<file path="config.mk">
export PLATFORM = sky130hd
export DESIGN_NAME = wall_control_flat
export DESIGN_NICKNAME = d
export VERILOG_FILES = /design/src/rtl/wall_pkg.sv /design/src/rtl/wall_control_if.sv /design/src/rtl/wall_control_frame_divider.sv /design/src/rtl/wall_control.sv /design/src/flat_wrapper.sv
export SDC_FILE = /design/constraint.sdc
export NUM_CORES = 1
export LEC_CHECK = 0
export BUFFER_PORTS_ARGS = -buffer_cell sky130_fd_sc_hd__buf_4
export CAP_MARGIN = 0
export CELL_PAD_IN_SITES_DETAIL_PLACEMENT = 1
export CELL_PAD_IN_SITES_GLOBAL_PLACEMENT = 1
export CORE_MARGIN = 3
export CORE_UTILIZATION = 25
export DETAILED_ROUTE_END_ITERATION = 6
export GPL_ROUTABILITY_DRIVEN = 0
export PLACE_DENSITY_LB_ADDON = 0.1
export SLEW_MARGIN = 20
export SYNTH_ARGS = -nofsm -noshare
export SYNTH_HDL_FRONTEND = slang
export SYNTH_HIERARCHICAL = 1
export SYNTH_SLANG_ARGS = --single-unit
</file>
<file path="constraint.sdc">
create_clock -name clk -period 2.4 [get_ports clk]
set_input_delay 0.36 -clock clk [delete_from_list [all_inputs] [get_ports clk]]
set_output_delay 0.36 -clock clk [all_outputs]
set_load 0.005 [all_outputs]
</file>
<file path="src/rtl/wall_pkg.sv">
// Shared definitions for the scrolling-wall control path and datapath:
// datapath command encodings, controller state type and default geometry.
package wall_pkg;

  // alu_select encodings understood by the wall datapath
  localparam logic [1:0] ALU_UPDATE = 2'd0;
  localparam logic [1:0] ALU_DEL    = 2'd1;
  localparam logic [1:0] ALU_DRAW   = 2'd2;
  localparam logic [1:0] ALU_HOLD   = 2'd3;

  // Controller sequencing states
  typedef enum logic [2:0] {
    ST_IDLE,
    ST_WAIT_TICK,
    ST_DEL,
    ST_UPDATE,
    ST_DRAW,
    ST_DONE
  } wall_state_t;

  // Default geometry and frame rate (15 Hz at 50 MHz)
  localparam int DEF_FRAME_DIV  = 3333333;
  localparam int DEF_WALL_WIDTH = 10;
  localparam int DEF_SCREEN_H   = 120;

endpackage

</file>
<file path="src/rtl/wall_control_if.sv">
// Bundle between the wall controller and its surroundings: run enable in,
// datapath command / VGA plot strobe / sweep offsets / status out.
// Optional feature macro: WALL_CTRL_PAUSE_EN adds the pause input.
interface wall_control_if #(
  parameter int WALL_WIDTH = wall_pkg::DEF_WALL_WIDTH,
  parameter int SCREEN_H   = wall_pkg::DEF_SCREEN_H
) ();
  localparam int DX_W = (WALL_WIDTH > 1) ? $clog2(WALL_WIDTH) : 1;
  localparam int DY_W = (SCREEN_H > 1) ? $clog2(SCREEN_H) : 1;

  logic            go;
`ifdef WALL_CTRL_PAUSE_EN
  logic            pause;
`endif
  logic [1:0]      alu_select;
  logic            plot;
  logic [DX_W-1:0] dx;
  logic [DY_W-1:0] dy;
  logic            busy;
  logic            frame_done;
  logic            overrun;

  // Controller side
  modport master (
`ifdef WALL_CTRL_PAUSE_EN
    input  pause,
`endif
    input  go,
    output alu_select, plot, dx, dy, busy, frame_done, overrun
  );

  // Top-level / datapath / VGA side
  modport slave (
`ifdef WALL_CTRL_PAUSE_EN
    output pause,
`endif
    output go,
    input  alu_select, plot, dx, dy, busy, frame_done, overrun
  );
endinterface

</file>
<file path="src/rtl/wall_control_frame_divider.sv">
// Free-running modulo-FRAME_DIV counter; tick is high for the single cycle
// in which the count sits at its last value.
module frame_divider #(
  parameter int FRAME_DIV = wall_pkg::DEF_FRAME_DIV
) (
  input  logic clk,
  input  logic resetn,
  output logic tick
);
  localparam int CW = (FRAME_DIV > 1) ? $clog2(FRAME_DIV) : 1;
  localparam logic [CW-1:0] LAST = CW'(FRAME_DIV - 1);

  logic [CW-1:0] r_count;

  // Count 0..FRAME_DIV-1 and wrap on compare-equal
  always_ff @(posedge clk or negedge resetn) begin
    if (!resetn) begin
      r_count <= '0;
    end else if (r_count == LAST) begin
      r_count <= '0;
    end else begin
      r_count <= r_count + CW'(1);
    end
  end

  assign tick = (r_count == LAST);
endmodule

</file>
<file path="src/rtl/wall_control.sv">
// Wall control path: once per frame tick it erases the wall (DEL sweep),
// issues one UPDATE, redraws it (DRAW sweep) and pulses frame_done.
// Ticks that land while a frame is in flight are remembered (one deep);
// a further tick in that situation raises the sticky overrun flag.
// Optional feature macro: WALL_CTRL_PAUSE_EN (pause holds WAIT_TICK).
module wall_control #(
  parameter int FRAME_DIV  = wall_pkg::DEF_FRAME_DIV,
  parameter int WALL_WIDTH = wall_pkg::DEF_WALL_WIDTH,
  parameter int SCREEN_H   = wall_pkg::DEF_SCREEN_H
) (
  input  logic           clk,
  input  logic           resetn,
  wall_control_if.master bus
);
  import wall_pkg::*;

  localparam int DX_W = (WALL_WIDTH > 1) ? $clog2(WALL_WIDTH) : 1;
  localparam int DY_W = (SCREEN_H > 1) ? $clog2(SCREEN_H) : 1;
  localparam logic [DX_W-1:0] DX_LAST = DX_W'(WALL_WIDTH - 1);
  localparam logic [DY_W-1:0] DY_LAST = DY_W'(SCREEN_H - 1);

  wall_state_t     r_state;
  logic [1:0]      r_alu_select;
  logic            r_plot;
  logic [DX_W-1:0] r_dx;
  logic [DY_W-1:0] r_dy;
  logic            r_busy;
  logic            r_frame_done;
  logic            r_overrun;
  logic            r_pending;
  logic            w_tick;
  logic            w_hold;
  logic            w_sweep_end;

  frame_divider #(.FRAME_DIV(FRAME_DIV)) u_frame_divider (
    .clk    (clk),
    .resetn (resetn),
    .tick   (w_tick)
  );

`ifdef WALL_CTRL_PAUSE_EN
  assign w_hold = bus.pause;
`else
  assign w_hold = 1'b0;
`endif

  assign w_sweep_end = (r_dx == DX_LAST) && (r_dy == DY_LAST);

  // Frame sequencer with registered outputs, tick bookkeeping and sweep counters
  always_ff @(posedge clk or negedge resetn) begin
    if (!resetn) begin
      r_state      <= ST_IDLE;
      r_alu_select <= ALU_HOLD;
      r_plot       <= 1'b0;
      r_dx         <= '0;
      r_dy         <= '0;
      r_busy       <= 1'b0;
      r_frame_done <= 1'b0;
      r_overrun    <= 1'b0;
      r_pending    <= 1'b0;
    end else begin
      r_frame_done <= 1'b0;

      // Mid-frame ticks are queued one deep; busy is high exactly in those states
      if (w_tick && r_busy) begin
        if (r_pending) r_overrun <= 1'b1;
        r_pending <= 1'b1;
      end

      case (r_state)
        ST_IDLE: begin
          r_pending <= 1'b0;
          if (bus.go) r_state <= ST_WAIT_TICK;
        end

        ST_WAIT_TICK: begin
          if (!bus.go) begin
            r_state   <= ST_IDLE;
            r_pending <= 1'b0;
          end else if (w_hold) begin
            if (w_tick) begin
              if (r_pending) r_overrun <= 1'b1;
              r_pending <= 1'b1;
            end
          end else if (w_tick || r_pending) begin
            if (w_tick && r_pending) r_overrun <= 1'b1;
            r_pending    <= 1'b0;
            r_state      <= ST_DEL;
            r_alu_select <= ALU_DEL;
            r_plot       <= 1'b1;
            r_busy       <= 1'b1;
          end
        end

        ST_DEL, ST_DRAW: begin
          if (r_dx != DX_LAST) begin
            r_dx <= r_dx + DX_W'(1);
          end else begin
            r_dx <= '0;
            if (!w_sweep_end) r_dy <= r_dy + DY_W'(1);
            else              r_dy <= '0;
          end
          if (w_sweep_end) begin
            r_plot <= 1'b0;
            if (r_state == ST_DEL) begin
              r_state      <= ST_UPDATE;
              r_alu_select <= ALU_UPDATE;
            end else begin
              r_state      <= ST_DONE;
              r_alu_select <= ALU_HOLD;
              r_frame_done <= 1'b1;
            end
          end
        end

        ST_UPDATE: begin
          r_state      <= ST_DRAW;
          r_alu_select <= ALU_DRAW;
          r_plot       <= 1'b1;
        end

        ST_DONE: begin
          r_state <= ST_WAIT_TICK;
          r_busy  <= 1'b0;
        end

        default: begin
          r_state      <= ST_IDLE;
          r_alu_select <= ALU_HOLD;
          r_plot       <= 1'b0;
          r_busy       <= 1'b0;
        end
      endcase
    end
  end

  assign bus.alu_select = r_alu_select;
  assign bus.plot       = r_plot;
  assign bus.dx         = r_dx;
  assign bus.dy         = r_dy;
  assign bus.busy       = r_busy;
  assign bus.frame_done = r_frame_done;
  assign bus.overrun    = r_overrun;
endmodule

</file>
<file path="src/flat_wrapper.sv">
// flat-port wrapper written by rule: the top's interface ports become plain ports
module wall_control_flat import wall_pkg::*;
#(
  parameter int FRAME_DIV  = wall_pkg::DEF_FRAME_DIV,
  parameter int WALL_WIDTH = wall_pkg::DEF_WALL_WIDTH,
  parameter int SCREEN_H   = wall_pkg::DEF_SCREEN_H
)
  (clk, resetn, bus_go, bus_alu_select, bus_plot, bus_dx, bus_dy, bus_busy, bus_frame_done, bus_overrun);
  wall_control_if #(.WALL_WIDTH(WALL_WIDTH), .SCREEN_H(SCREEN_H)) bus_i ();
  input  logic clk;
  input  logic resetn;
  input wire logic [$bits(bus_i.go)-1:0] bus_go;
  output wire logic [$bits(bus_i.alu_select)-1:0] bus_alu_select;
  output wire logic [$bits(bus_i.plot)-1:0] bus_plot;
  output wire logic [$bits(bus_i.dx)-1:0] bus_dx;
  output wire logic [$bits(bus_i.dy)-1:0] bus_dy;
  output wire logic [$bits(bus_i.busy)-1:0] bus_busy;
  output wire logic [$bits(bus_i.frame_done)-1:0] bus_frame_done;
  output wire logic [$bits(bus_i.overrun)-1:0] bus_overrun;
  assign bus_i.go = bus_go;
  assign bus_alu_select = bus_i.alu_select;
  assign bus_plot = bus_i.plot;
  assign bus_dx = bus_i.dx;
  assign bus_dy = bus_i.dy;
  assign bus_busy = bus_i.busy;
  assign bus_frame_done = bus_i.frame_done;
  assign bus_overrun = bus_i.overrun;
  wall_control #(.FRAME_DIV(FRAME_DIV), .WALL_WIDTH(WALL_WIDTH), .SCREEN_H(SCREEN_H)) u_core (.clk(clk), .resetn(resetn), .bus(bus_i));
endmodule
</file>
# Word-level counts from Yosys, hierarchy flattened
# Cells that the tools add are included.
# Widths: inputs -> output; s select.
# totals
ff_bits	43
out_inout_bits	17
wordCells	74
# classes
add_sub_neg	3
n_eq_ne	14
mux	32
bitwise	3
reduce_logical	12
# op_table
cell	n
$add 22x1->22 const B	1
$eq 22x22->1 const B	1
$mux 22	1
$mux 1	15
$mux 3	5
$pmux 3 s5	1
$mux 2	4
$pmux 2 s4	1
$add 7x1->7 const B	1
$eq 7x7->1 const B	1
$mux 7	1
$eq 3x2->1 const B	2
$eq 3x3->1 const B	2
$reduce_and 3->1	2
$add 4x1->4 const B	1
$eq 4x4->1 const B	1
$mux 4	1
$ne 2x1->1 const B	2
$ne 2x2->1 const B	2
$ne 4x4->1 const B	1
$pmux 1 s2	2
$pmux 1 s4	1
$reduce_and 4->1	1
$reduce_or 2->1	2
other kinds (8)	12

# Logic depth before layout (Yosys ltp)
# logic_depth
ltp_word	7
depth_mapped	10
ltp_nobuf	9

# By module
# The synthesis kept the hierarchy.
# modules_own_cells
mod	instances	cells_each	area_each_um2
frame_divider	1	113	1123.6
wall_control	1	104	1052.3

# Worst setup path after synthesis
# Ideal clock, no wire load.
# synth_path
kind	register to register
from	register u_core.u_frame_divider.r_count[0]
to	register u_core.r_plot (netlist: u_core/bus.plot)
setup_time_ns	0.136
arrival_time_ns	2.118
setup_slack_ns	0.147
path_stages_with_launch	11
period_less_slack_ns	2.253
path_cell_list	dfrtp_1 > inv_1 > ha_1 > nor4b_1 > nand4_1 > nor4_2 > buf_2 > or2_2 > a311oi_1 > a21oi_1 > o32ai_1
# synth_between
elab_chain_len	4
# synth_lines
item	line_no	source
from (decl)	wall_control_frame_divider.sv:13	logic [CW-1:0] r_count;
from (signal assigned)	wall_control_frame_divider.sv:22	r_count <= r_count + CW'(1);
$eq 22x22->1	wall_control_frame_divider.sv:26	assign tick = (r_count == LAST);
net u_core.w_tick	wall_control.sv:31	logic w_tick;
$logic_or 1x1->1	wall_control.sv:85	end else if (w_tick || r_pending) begin
$ne 2x1->1 (no source line)	-	
$reduce_and 4->1 (no source line)	-	
to (signal assigned)	wall_control.sv:90	r_plot <= 1'b1;
to (signal assigned)	wall_control.sv:104	r_plot <= 1'b0;
to (signal assigned)	wall_control.sv:119	r_plot <= 1'b1;
to (decl)	wall_control.sv:24	logic r_plot;
# The timed path passes the listed nets, and every way through them passes these cells.
# A chain may end at the register's enable or synchronous reset.

# Final worst setup path
# layout_path
from	register u_core.u_frame_divider.r_count[2]
to	register u_core.r_alu_select[1] (netlist: u_core/bus.alu_select[1])
# layout_between
elab_chain_len	4
# layout_lines
item	line_no	source
$eq 22x22->1	wall_control_frame_divider.sv:26	
net u_core.w_tick	wall_control.sv:31	
$logic_or 1x1->1	wall_control.sv:85	
$ne 2x1->1 (no source line)	-	
$reduce_and 4->1 (no source line)	-	
to (signal assigned)	wall_control.sv:89	r_alu_select <= ALU_DEL;
to (signal assigned)	wall_control.sv:107	r_alu_select <= ALU_UPDATE;
to (signal assigned)	wall_control.sv:110	r_alu_select <= ALU_HOLD;
to (decl)	wall_control.sv:23	logic [1:0] r_alu_select;
# The timed path passes the listed nets, and every way through them passes these cells.

==> key figures <==
Synth
  – Most used DFF post-synth: dfrtp_1
  – Synth top area cells: dfrtp_1, xnor2_1, nor2_1, xor2_1, nand3_1
  – Post-synth top area cell: dfrtp_1
  – Top-count cell post-synth: dfrtp_1
  – Most frequent cells after synthesis: dfrtp_1, nor2_1, xnor2_1
  – Syn Area/Cell: 10.03 um^2
  – Distinct cells, synth: 47
  – Seq/Total Area, Yosys: 49.57%
  – Area fraction of the dominant cell type after synthesis: 47.15%
  – EDFF count, synth: 0
  – Post-Syn Area: 2176 um^2
  – Gate Count Post-Synth: 217
  – Synthesis warning total: 6
  – Post-synthesis register bit count: 43
  – Fraction of registers with async set/reset: 100.0%
  – Synthesized Nets: 223

Hold path
  – HP Class: in -> async

Place
  – Half-perimeter wire length after placement: 3640 um
  – Placed insts: 345
  – IO Port Bufs: 19

Global routing
  – Gr usage total: 11.31%
  – First-pass GRT wire length: 9011 um
  – GRT overflow: 0
  – Largest net degree at the start of global routing: 44
  – Initial antenna violation count: 0
  – Vias in the first global route: 1771

Floorplan
  – Die Y: 99.29 um
  – Core Area: 8341 um^2
  – Ports: 20
  – Die X: 99.29 um
  – Std-Cell Rows: 33
  – Starting Density: 26.09%
  – Die Area: 9859 um^2

STA
  – RSZ-0062 raised after global routing: no
  – Clock skew: 0.008614 ns
  – Final min period: 2.154 ns
  – TNS Setup: 0 ns
  – Period utilisation layout: 89.75%
  – Slew Viols, Final: 0
  – F_max: 464.2 MHz
  – Setup-failing EPs final: 0
  – Min Hold Slack: 0.05002 ns
  – Hold Violations, Final: 0
  – Worst-Margin Slew: 0.5613 ns
  – Slew headroom: 62.33%

Cells and area
  – Area Growth Syn to Fin: 20.64%
  – Fillers: 986
  – Final net count: 253
  – Inserted Diodes: 0
  – Non-filler cells, final: 353
  – Share of cells above drive strength 1: 18.95%

Worst setup path
  – Crit path required time: 2.62 ns
  – CP peak stage delay: 0.53 ns
  – Critical path class: reg -> reg
  – R2R Setup Slk: 0.25 ns
  – Crit path launch type: flip-flop
  – CP max FO: 7
  – Worst Setup End Kind: flip-flop
  – Arr. time, crit path: 2.38 ns
  – CP Cell Sequence: and4b_1 > nand4_1 > nor4_2 > or2_2 > a311oi_1 > nor3_1 > a2bb2oi_1
  – CP max stage cell: a311oi_1

CTS
  – CTS Sinks: 43
  – TritonCTS clock tree: done
  – Root Driver: clkbuf_8
  – Num CTS Buffers: 5
  – Worst-Skew Late Latency: 0.29 ns
  – Post-CTS Setup Repair Bufs: 0
  – Clock buffer depth: 2
  – Cts repair resizes: 0
  – Reg clk slew, reported paths: 0.09 ns
  – Hold-fix buffers, CTS: 0
  – H-tree levels: 2

Pwr
  – Power per cell area: 548.9 nW/um^2
  – Leakage power: 0.001144 uW
  – IR drop worst, VDD: 0.0002315 V

Run status
  – Status: finished clean

Drt
  – Total wire length: 5058 um
  – Final ANT Viol Nets: 0
  – Drt via density: 4.779
  – Drt pass-1 iters: 5
  – Drt wl/cell: 14.33 um
  – Drt drc: 0
  – DR iter-0 viols: 69
  – DR vias: 1687

Job
  – Max-cap violations: 0
## cell type report
class / count / area [um^2] / share of cell area (%)
well taps: 105 / 131.4 / 5.005
multi-input cells: 156 / 1023 / 38.99
clock inverters: 2 / 60.06 / 2.288
clock buffers: 6 / 72.57 / 2.765
flip-flops and latches: 43 / 1079 / 41.09
repair buffers: 28 / 210.2 / 8.008
inverters: 13 / 48.80 / 1.859
## routing by layer
metal	up-vias	global-route usage, %	wire, um
li1	824	-	-
met1	835	16.47	2655
met2	22	16.79	2197
met3	6	2.174	132
met4	0	3.782	72
met5	-	0	0
## layout by cell type, fill, tap and decap left out, drive strengths merged, types with 4 or more instances in the layout
cell     n
clkbuf   6
inv     13
nor2b    5
dfrtp   41
nor4     4
xor2     7
and3     4
nor3     7
nor2    21
o21ai    6
nand2   15
and4     5
nand4    9
xnor2   16
buf     28
a21oi    8
nand3   12
## path summary, 6_finish.rpt
kind | startpoint | cells after the start | to
max | u_core/u_frame_divider/r_count[2] | 7 | u_core/bus.alu_select[1]
max in group asynchronous | resetn | 1 | u_core/u_frame_divider/r_count[8]
min in group clk | bus_go | 3 | u_core/r_state[0]
min reg2reg | u_core/bus.overrun | 1 | u_core/bus.overrun
min | resetn | 1 | u_core/bus.dy[5]
max reg2reg | u_core/u_frame_divider/r_count[2] | 7 | u_core/bus.alu_select[1]
## per-stage QoR
step	setup WS (ns)	cell area [um^2]	total power, uW	utilization [%]
final	0.2459	2625	1441	31.47
after global routing	0.004780	2625	1516	31.47
after CTS	0.1831	2621	1481	31.43
after detailed placement	0.2422	2489	785.9	29.84
after global placement	0.3860	2489	786.4	29.84
after floorplan	0.1467	2176	759.8	-
## logic make-up (layout without fill, tap and decap cells)
kind of cell,count (synthesis),in the layout,share of synthesized area (%)
compound gates,31,31,9.605
simple gates,96,96,24.73
mux,3,3,1.553
xor+xnor,23,23,9.258
fa+ha+maj,3,3,1.725
flops,43,43,49.57
buf+inv,18,49,3.566
## worst max-delay path: cells and delay by family, from the launching register on
| kind | cells | cell delay [ns] |
|---|---|---|
| AO/OA/AOI/OAI | 2 | 0.71 |
| flip-flops | 1 | 0.47 |
| AND/OR/NAND/NOR | 5 | 0.90 |
## registers in the layout, summed over array words and instances (netlist names)
signal and count:
u_core/r_pending 1, u_core/bus.dx 4, u_core/bus.dy 7, u_core/r_state 3
u_core/bus.frame_done 1, u_core/bus.plot 1, u_core/u_frame_divider/r_count 22, u_core/bus.overrun 1
u_core/bus.busy 1, u_core/bus.alu_select 2
## power breakdown
part | switching [uW] | internal [uW]
clock network | 256 | 416
logic | 28.3 | 12.9
registers | 1.31 | 726
Power figures use the tool's default switching activity.
